File: config.mk
export PLATFORM = sky130hd
export DESIGN_NAME = trg_timer_seq
export DESIGN_NICKNAME = d
export VERILOG_FILES = /design/src/rtl/trg_pkg.sv /design/src/rtl/trg_timer.sv /design/src/rtl/trg_timer_seq.sv
export SDC_FILE = /design/constraint.sdc
export NUM_CORES = 1
export LEC_CHECK = 0
export CAP_MARGIN = 0
export CORE_MARGIN = 2
export CORE_UTILIZATION = 55
export DETAILED_ROUTE_END_ITERATION = 10
export PLACE_DENSITY = 0.84
export SETUP_SLACK_MARGIN = 0.3
export SLEW_MARGIN = 25
export SYNTH_ARGS = -nofsm -noshare
export SYNTH_HDL_FRONTEND = slang
export SYNTH_HIERARCHICAL = 1
export SYNTH_SLANG_ARGS = --single-unit
File: constraint.sdc
create_clock -name CLK -period 2.62 [get_ports CLK]
set_input_delay 0.262 -clock CLK [delete_from_list [all_inputs] [get_ports CLK]]
set_output_delay 0.262 -clock CLK [all_outputs]
set_load 0.02 [all_outputs]
File: src/rtl/trg_pkg.sv
// Shared definitions for the trigger-latency timer and its run-control
// sequencer: sequencer state encoding, timer width, minimum-statistic seed
// and a bitwise majority vote for the redundant counter.
package trg_pkg;

  localparam int TRG_TIME_W = 8;
  localparam logic [TRG_TIME_W-1:0] MIN_INIT = 8'hFF;

  typedef enum logic [2:0] {
    ST_IDLE,
    ST_ARMED,
    ST_TIMING,
    ST_CAPTURE,
    ST_HOLD,
    ST_DONE
  } trg_seq_state_t;

  function automatic logic [TRG_TIME_W-1:0] maj3(
    input logic [TRG_TIME_W-1:0] a,
    input logic [TRG_TIME_W-1:0] b,
    input logic [TRG_TIME_W-1:0] c
  );
    return (a & b) | (a & c) | (b & c);
  endfunction

endpackage

File: src/rtl/trg_timer.sv
// START-to-STOP latency timer.
//   CLK, RST_N : clock, asynchronous active-low reset
//   HOLDOFF    : holds the counter idle and cleared, START ignored
//   START      : begins counting from 0
//   STOP       : latches the running count into TIME
//   CLR        : synchronous clear of counter and TIME
//   TIME       : latency of the last START/STOP pair (STOP edge - START edge - 1)
// TMR=1 triplicates the counter and running flag with a majority vote.
module trg_timer
  import trg_pkg::*;
#(
  parameter int TMR = 0
) (
  input  logic                  CLK,
  input  logic                  RST_N,
  input  logic                  HOLDOFF,
  input  logic                  START,
  input  logic                  STOP,
  input  logic                  CLR,
  output logic [TRG_TIME_W-1:0] TIME
);

  logic [2:0][TRG_TIME_W-1:0] cnt;
  logic [2:0]                 run;
  logic [TRG_TIME_W-1:0]      cnt_v;
  logic                       run_v;

  always_comb begin
    if (TMR != 0) begin
      cnt_v = maj3(cnt[0], cnt[1], cnt[2]);
      run_v = (run[0] & run[1]) | (run[0] & run[2]) | (run[1] & run[2]);
    end else begin
      cnt_v = cnt[0];
      run_v = run[0];
    end
  end

  // Every copy reloads from the voted value, so a single upset is scrubbed
  // on the next edge.
  always_ff @(posedge CLK or negedge RST_N) begin
    if (!RST_N) begin
      cnt  <= '0;
      run  <= '0;
      TIME <= '0;
    end else if (CLR) begin
      cnt  <= '0;
      run  <= '0;
      TIME <= '0;
    end else if (HOLDOFF) begin
      cnt <= '0;
      run <= '0;
    end else if (START) begin
      cnt <= '0;
      run <= '1;
    end else if (run_v) begin
      if (STOP) begin
        TIME <= cnt_v;
        run  <= '0;
      end else if (cnt_v != '1) begin
        cnt <= {3{cnt_v + TRG_TIME_W'(1)}};
      end
    end
  end

endmodule

File: src/rtl/trg_timer_seq.sv
// Run-control sequencer for one trg_timer: arms the timer, forces a STOP on
// timeout, and accumulates latency statistics.
//   CLK, RST_N          : clock, asynchronous active-low reset
//   ENABLE              : run measurements while high
//   NSAMP_REQ           : samples per run (0 = run forever)
//   CLR_STATS           : pulse, clears statistics and the timer output
//   TRG_START, TRG_STOP : start / stop trigger pulses
//   BUSY, DONE          : run status
//   LAST/MIN/MAX_TIME   : latency statistics over valid samples
//   NSAMP, NTMO         : valid-sample and timeout counts (saturating)
module trg_timer_seq
  import trg_pkg::*;
#(
  parameter int                    TMR         = 0,
  parameter logic [TRG_TIME_W-1:0] TIMEOUT     = 8'd250,
  parameter int                    HOLDOFF_CYC = 4,
  parameter int                    CNT_W       = 16
) (
  input  logic                  CLK,
  input  logic                  RST_N,
  input  logic                  ENABLE,
  input  logic [CNT_W-1:0]      NSAMP_REQ,
  input  logic                  CLR_STATS,
  input  logic                  TRG_START,
  input  logic                  TRG_STOP,
  output logic                  BUSY,
  output logic                  DONE,
  output logic [TRG_TIME_W-1:0] LAST_TIME,
  output logic [TRG_TIME_W-1:0] MIN_TIME,
  output logic [TRG_TIME_W-1:0] MAX_TIME,
  output logic [CNT_W-1:0]      NSAMP,
  output logic [CNT_W-1:0]      NTMO
);

  localparam logic [3:0] HOLD_LAST = 4'(HOLDOFF_CYC - 1);

  trg_seq_state_t        state, nxt;
  logic [TRG_TIME_W-1:0] shadow;
  logic [3:0]            hcnt;
  logic                  valid;
  logic                  done_seen;
  logic                  hold_last;
  logic                  force_stop;
  logic                  tmr_holdoff, tmr_start, tmr_stop, tmr_clr;
  logic [TRG_TIME_W-1:0] tmr_time;

  assign hold_last   = (hcnt == HOLD_LAST);
  assign force_stop  = (state == ST_TIMING) && ENABLE && !TRG_STOP && (shadow == TIMEOUT);
  assign tmr_holdoff = (state == ST_IDLE) || (state == ST_HOLD) || (state == ST_DONE);
  assign tmr_start   = TRG_START && (state == ST_ARMED);
  assign tmr_stop    = (TRG_STOP && (state == ST_TIMING)) || force_stop;
  assign tmr_clr     = CLR_STATS || !RST_N;

  trg_timer #(.TMR(TMR)) u_timer (
    .CLK     (CLK),
    .RST_N   (RST_N),
    .HOLDOFF (tmr_holdoff),
    .START   (tmr_start),
    .STOP    (tmr_stop),
    .CLR     (tmr_clr),
    .TIME    (tmr_time)
  );

  always_comb begin
    nxt = state;
    case (state)
      ST_IDLE:    if (ENABLE) nxt = ST_ARMED;
      ST_ARMED:   if (!ENABLE) nxt = ST_HOLD;
                  else if (TRG_START) nxt = ST_TIMING;
      ST_TIMING:  if (!ENABLE) nxt = ST_HOLD;
                  else if (TRG_STOP || shadow == TIMEOUT) nxt = ST_CAPTURE;
      ST_CAPTURE: nxt = ST_HOLD;
      ST_HOLD:    if (hold_last) begin
                    if (NSAMP_REQ != '0 && NSAMP == NSAMP_REQ) nxt = ST_DONE;
                    else if (!ENABLE) nxt = ST_IDLE;
                    else nxt = ST_ARMED;
                  end
      ST_DONE:    if (!ENABLE) nxt = ST_IDLE;
      default:    nxt = ST_IDLE;
    endcase
  end

  // BUSY/DONE are registered from the next state so they line up with it.
  always_ff @(posedge CLK or negedge RST_N) begin
    if (!RST_N) begin
      state     <= ST_IDLE;
      BUSY      <= 1'b0;
      DONE      <= 1'b0;
      shadow    <= '0;
      hcnt      <= '0;
      valid     <= 1'b0;
      done_seen <= 1'b0;
      LAST_TIME <= '0;
      MIN_TIME  <= MIN_INIT;
      MAX_TIME  <= '0;
      NSAMP     <= '0;
      NTMO      <= '0;
    end else begin
      state <= nxt;
      BUSY  <= !(nxt == ST_IDLE || nxt == ST_DONE);
      DONE  <= (nxt == ST_DONE);
      valid <= (state == ST_TIMING) && TRG_STOP;

      if (state == ST_ARMED)       shadow <= '0;
      else if (state == ST_TIMING) shadow <= shadow + TRG_TIME_W'(1);

      if (state != ST_HOLD) hcnt <= '0;
      else if (!hold_last)  hcnt <= hcnt + 4'd1;

      if (nxt == ST_DONE)                   done_seen <= 1'b1;
      else if (state == ST_IDLE && ENABLE)  done_seen <= 1'b0;

      if (CLR_STATS) begin
        LAST_TIME <= '0;
        MIN_TIME  <= MIN_INIT;
        MAX_TIME  <= '0;
        NSAMP     <= '0;
        NTMO      <= '0;
      end else if (state == ST_IDLE && ENABLE && done_seen) begin
        NSAMP <= '0;
        NTMO  <= '0;
      end else if (state == ST_CAPTURE) begin
        if (valid) begin
          LAST_TIME <= tmr_time;
          if (tmr_time < MIN_TIME) MIN_TIME <= tmr_time;
          if (tmr_time > MAX_TIME) MAX_TIME <= tmr_time;
          if (NSAMP != '1) NSAMP <= NSAMP + CNT_W'(1);
        end else if (NTMO != '1) begin
          NTMO <= NTMO + CNT_W'(1);
        end
      end
    end
  end

endmodule

# [Word level (Yosys, flattened, before mapping)]
# Index checks and enable logic that the tools add are counted.
[word_totals] out_inout_bits=58 register_bits=92 in_bits=22 wordCells=138
[op_classes] n_reduce_logical=41 magnitude_cmp=2 n_addsub=5 mux=56 n_eq_ne=19
[ops] operator="$mux W8" n=27
[ops] operator="$mux W16" n=10
[ops] operator="$add A16 B1 Y16 const B" n=2
[ops] operator="$ne A16 B16 Y1 const B" n=2
[ops] operator="$mux W3" n=8
[ops] operator="$pmux W3 S6" n=1
[ops] operator="$add A8 B1 Y8 const B" n=2
[ops] operator="$eq A16 B16 Y1" n=1
[ops] operator="$reduce_bool A16 Y1" n=1
[ops] operator="$reduce_bool A2 Y1" n=8
[ops] operator="$reduce_and A3 Y1" n=4
[ops] operator="$reduce_and A4 Y1" n=3
[ops] operator="$reduce_bool A3 Y1" n=4
[ops] operator="$eq A3 B3 Y1 const B" n=3
[ops] operator="$eq A8 B8 Y1 const B" n=1
[ops] operator="$gt A8 B8 Y1" n=1
[ops] operator="$logic_and A1 B1 Y1" n=8
[ops] operator="$lt A8 B8 Y1" n=1
[ops] operator="$mux W1" n=8
[ops] operator="$mux W4" n=2
[ops] operator="$ne A8 B8 Y1 const B" n=1
[ops] operator="$reduce_bool A4 Y1" n=2
[ops] operator="$eq A3 B2 Y1 const B" n=2
[ops] operator="$logic_not A3 Y1" n=2
[ops] operator="other kinds (10)" n=19

# [Depth between registers and ports, before layout]
[depth] word_depth=10 ltp_mapped=10 depth_no_buf=10

# [By module]
# Netlist, hierarchy kept.
[modules_own_cells] module="trg_timer_seq" seq_area_each_um2=1886.8 area_each_um2=4456.8 n_inst=1 cells_per_inst=466
[modules_own_cells] module="trg_timer" seq_area_each_um2=425.4 area_each_um2=787.0 n_inst=1 cells_per_inst=84

# [Least setup slack after synthesis]
# No wires, ideal clock.
[synth_timing] kind="register to register" startpoint="register MIN_TIME[2]" endpoint="register MIN_TIME[0]" required_ns=2.545 n_path_buf=1 synth_period_minus_slack_ns=2.184 setup_time_ns=0.075 setup_slack_ns=0.436 arrival_ns=2.109 stages_incl_launch_ff=9 cell_sequence="dfstp_2 -> inv_1 -> ha_1 -> a21oi_1 -> o21ai_0 -> a41oi_1 -> o21a_1 -> buf_2 -> mux2i_1"
[synth_between] elab_chain_cells=3
[synth_rtl] item="from (decl)" line="trg_timer_seq.sv:29" source="output logic [TRG_TIME_W-1:0] MIN_TIME,"
[synth_rtl] item="from (signal assigned)" line="trg_timer_seq.sv:125" source="if (tmr_time < MIN_TIME) MIN_TIME <= tmr_time;"
[synth_rtl] item="$lt A8 B8 Y1" line="trg_timer_seq.sv:125"
[synth_rtl] item="$reduce_bool A2 Y1 (no source line)"
[synth_rtl] item="$reduce_and A4 Y1 (no source line)"
# No other way between the ends.
# A chain may end at the register's enable or synchronous reset.

# [Worst setup path in the final report]
[layout_timing] startpoint="register NSAMP[0]" endpoint="register NSAMP[9]"
[layout_between] elab_chain_cells=6 word_cells_on_any_way=9 classes_between="add/sub: 1; eq/ne: 1; mux: 5; reduce/logical: 2"
[layout_rtl] item="from (decl)" line="trg_timer_seq.sv:31" source="output logic [CNT_W-1:0] NSAMP,"
[layout_rtl] item="from (signal assigned)" line="trg_timer_seq.sv:127" source="if (NSAMP != '1) NSAMP <= NSAMP + CNT_W'(1);"
[layout_rtl] item="$add A16 B1 Y16" line="trg_timer_seq.sv:127"
[layout_rtl] item="$mux W16" line="trg_timer_seq.sv:127"
[layout_rtl] item="$mux W16" line="trg_timer_seq.sv:123" source="if (valid) begin"
[layout_rtl] item="$mux W16" line="trg_timer_seq.sv:122" source="end else if (state == ST_CAPTURE) begin"
[layout_rtl] item="$mux W16" line="trg_timer_seq.sv:119" source="end else if (state == ST_IDLE && ENABLE && done_seen) begin"
[layout_rtl] item="$mux W16" line="trg_timer_seq.sv:113" source="if (CLR_STATS) begin"
# Parallel ways exist; a longest one is shown, timed or not. The select of a mux whose other input is x is not followed.

==> metrics.cfg <==
[yosys]
yosys.area.top_type_share_pct=40.09
synthFlopType=dfrtp_1
syn_area_mm2=0.005244
synth_cell_types=58
yosys_warnings=6
ys_seq_area_share_pct=44.09
synth_fp_nets=593
avgSynthCellArea_um2=9.534
ys_ff_latch=92
synth_edf_count=0
yosysTopAreaCell=dfrtp_1
yosys-top-cells-area=dfrtp_1 40%, nand2_1 5.6%, xor2_1 5.3%, ha_1 5.0%, dfstp_2 4.0%
synthCells=550
synth-async-reset-ratio_pct=100.0

[floorplan]
rows=35
die_w_um=101.6
start_util_pct=56.75
die_h_um=101.6
core_mm2=0.009240
io_pins=80
die_area_mm2=0.01033

[power_and_ir_drop]
powerDensity_mw_per_mm2=492.3
leakage_nw=2.675
ir_drop_mv=0.4846

[clock_tree]
clk_latency_ns=0.37
cts_setup_buffers=0
cts_root_buf=clkbuf_8
cts.sinks=92
cts_tree=built
clk_pin_slew_worst_paths_ns=0.10
clock_path_buffers=2
h-tree-depth=3
cts_inserted_buffers=9

[place]
io_buffers=79
finalWeightedCongestion=0.9154
dp_hpwl_mm=8.991

[worst_setup_path]
r2r_slack_ns=0.47
rr_startpoint=NSAMP[0]$_DFFE_PN0P_
crit_family=compound AO/OA/AOI/OAI gates
path_buf_inv=1
crit_path_end_kind=flip-flop
crit_type=reg -> reg
slowest_stage=dfrtp_1
crit_required_ns=2.87
cp_max_fo=11
crit_path_cell_trace=ha_1 -> nand4_1 -> o41ai_2 -> buf_4 -> a211oi_2 -> a31oi_1 -> nor3_1
startpoint_type=flip-flop
max_stage_delay_ns=0.45
r2r_cells=7
crit_arrival_ns=2.41
startpoint=NSAMP[0]$_DFFE_PN0P_
r2r-end=NSAMP[9]$_DFFE_PN0P_

[routing]
via_count=4382
wl_mm=12.04
drtPass1Iterations=5
drc=0
wl_per_cell_um=15.76
postRouteAntennaNets=0
drtIter0Drc=194
via_per_inst=5.736

[sta]
finalCritPeriodShare_pct=82.08
slew_headroom_pct=62.72
finClkSkew_ns=0.01027
grt_setup_unrepaired=false
max_freq_mhz=465.0
drv_slew=0
finalSetupViolCount=0
worst_pin_slew_ns=0.5577
finalCriticalPeriod_ns=2.150
setup_tns_ns=0
finalHoldViolCount=0

[run]
cap_violations=0

[layout]
final_cell_mix=83 x dfrtp_1, 78 x nand2_1, 78 x clkdlybuf4s50_1
final_common_cell=dfrtp_1
multiInputGateArea_mm2=0.002729
fin_nets=673
area_growth_pct=21.86
drive_gt1_share_pct=9.606
fin_util_pct=69.15
nFillCells=696
n_antenna_cell=0
seq_area_mm2=0.002313

[grt]
grt_start_max_net_pins=45
grt_pass1_vias=4275
grt_pass1_wl_mm=19.83
antenna_found_initial=0
grt_usage_pct=24.47
grt-ovfl-total=0

[run_status]
outcome=complete, no violations

[worst_hold_path]
hold_path_class=in -> async

[state kept, by name (all words and copies together) (netlist names)]
register / flops
MAX_TIME: 8
LAST_TIME: 8
state: 3
u_timer/run: 1
DONE: 1
hcnt: 4
NSAMP: 16
MIN_TIME: 8
u_timer/TIME: 8
shadow: 8
valid: 1
u_timer/cnt_v: 8
BUSY: 1
done_seen: 1
NTMO: 16
[per-stage QoR]
stage	hold WS, ns	worst slack (ns)	cell area (µm²)	std cells	total power, W
6_report	0.2726	0.4695	6390	764	0.003146
5_1_grt	0.2871	0.3105	6390	764	0.003289
4_1_cts	0.2709	0.4284	6387	764	0.003155
3_5_place_dp	0.1280	0.4511	6155	747	0.002092
3_3_place_gp	0.1269	0.6009	6155	747	0.002071
2_1_floorplan	-0.03359	0.4365	5244	550	0.001928
[report_power, final]
group / total [W] / switching (W) / internal [W] / leakage, nW
logic: 0.000480 / 0.000271 / 0.000209 / 1.32
registers: 0.00159 / 0.000105 / 0.00148 / 1.25
clock network: 0.00108 / 0.000535 / 0.000542 / 0.110
[Yosys cell counts, types with 8 or more instances]
cell type,number
dfrtp_1,84
nand2_1,78
nor2_1,49
xor2_1,32
a21oi_1,30
inv_1,24
ha_1,21
nand3_1,19
nor3_1,18
o211ai_1,17
mux2i_1,14
nand4_1,14
xnor2_1,14
o21ai_0,13
o21ai_1,11
nor4_1,10
o21a_1,9
clkbuf_1,8
dfstp_2,8
[timing repair]
action	4_1_cts	5_1_grt
setup endpoints to repair	0	6
endpoints found under the hold margin	14	0
gates resized for setup	0	2
hold buffers	1	0
[worst register-to-register path, delay by kind of cell (launching register included)]
family	cells	cell delay [ns]
flops	1	0.45
compound gates	3	0.67
fa+ha+maj	1	0.25
simple gates	2	0.44
buf+inv	1	0.24
[layout make-up]
type	instances	share of cell area, %
inverter	26	1.527
timing repair buffer	89	13.55
sequential	92	36.21
clock inverter	7	1.547
clock buffer	9	1.939
multi-input combinational	412	42.71
tap	129	2.526
[worst max-delay path by stage]
stage / endpoint / slack, ns / cells after the start
floorplan: MIN_TIME[0]$_DFFE_PN1P_ / 0.44 / 8
global placement: NSAMP[9]$_DFFE_PN0P_ / 0.60 / 6
detailed placement: MIN_TIME[0]$_DFFE_PN1P_ / 0.45 / 8
CTS: MIN_TIME[0]$_DFFE_PN1P_ / 0.43 / 8
global route: u_timer/cnt_v[7]$_DFFE_PN0P_ / 0.31 / 6
finish: NSAMP[9]$_DFFE_PN0P_ / 0.47 / 7
[cells by family after synthesis]
group,Yosys count,synth area share [%]
and+or+nand+nor,230,23.43
AOI/OAI and AO/OA,101,13.22
DFF,92,44.09
xor gates and xnor gates,46,7.683
buffers and inverters,46,3.889
adders and majority gates,21,5.011
muxes,14,2.672
[layer usage]
metal,up-vias,track usage [%],wire length (µm)
li1,2106,-,-
met1,2092,32.24,5155
met2,156,40.44,5952
met3,28,3.520,638
met4,0,10.50,291
met5,-,0,0
No activity file was read; power rests on OpenSTA's default activity.
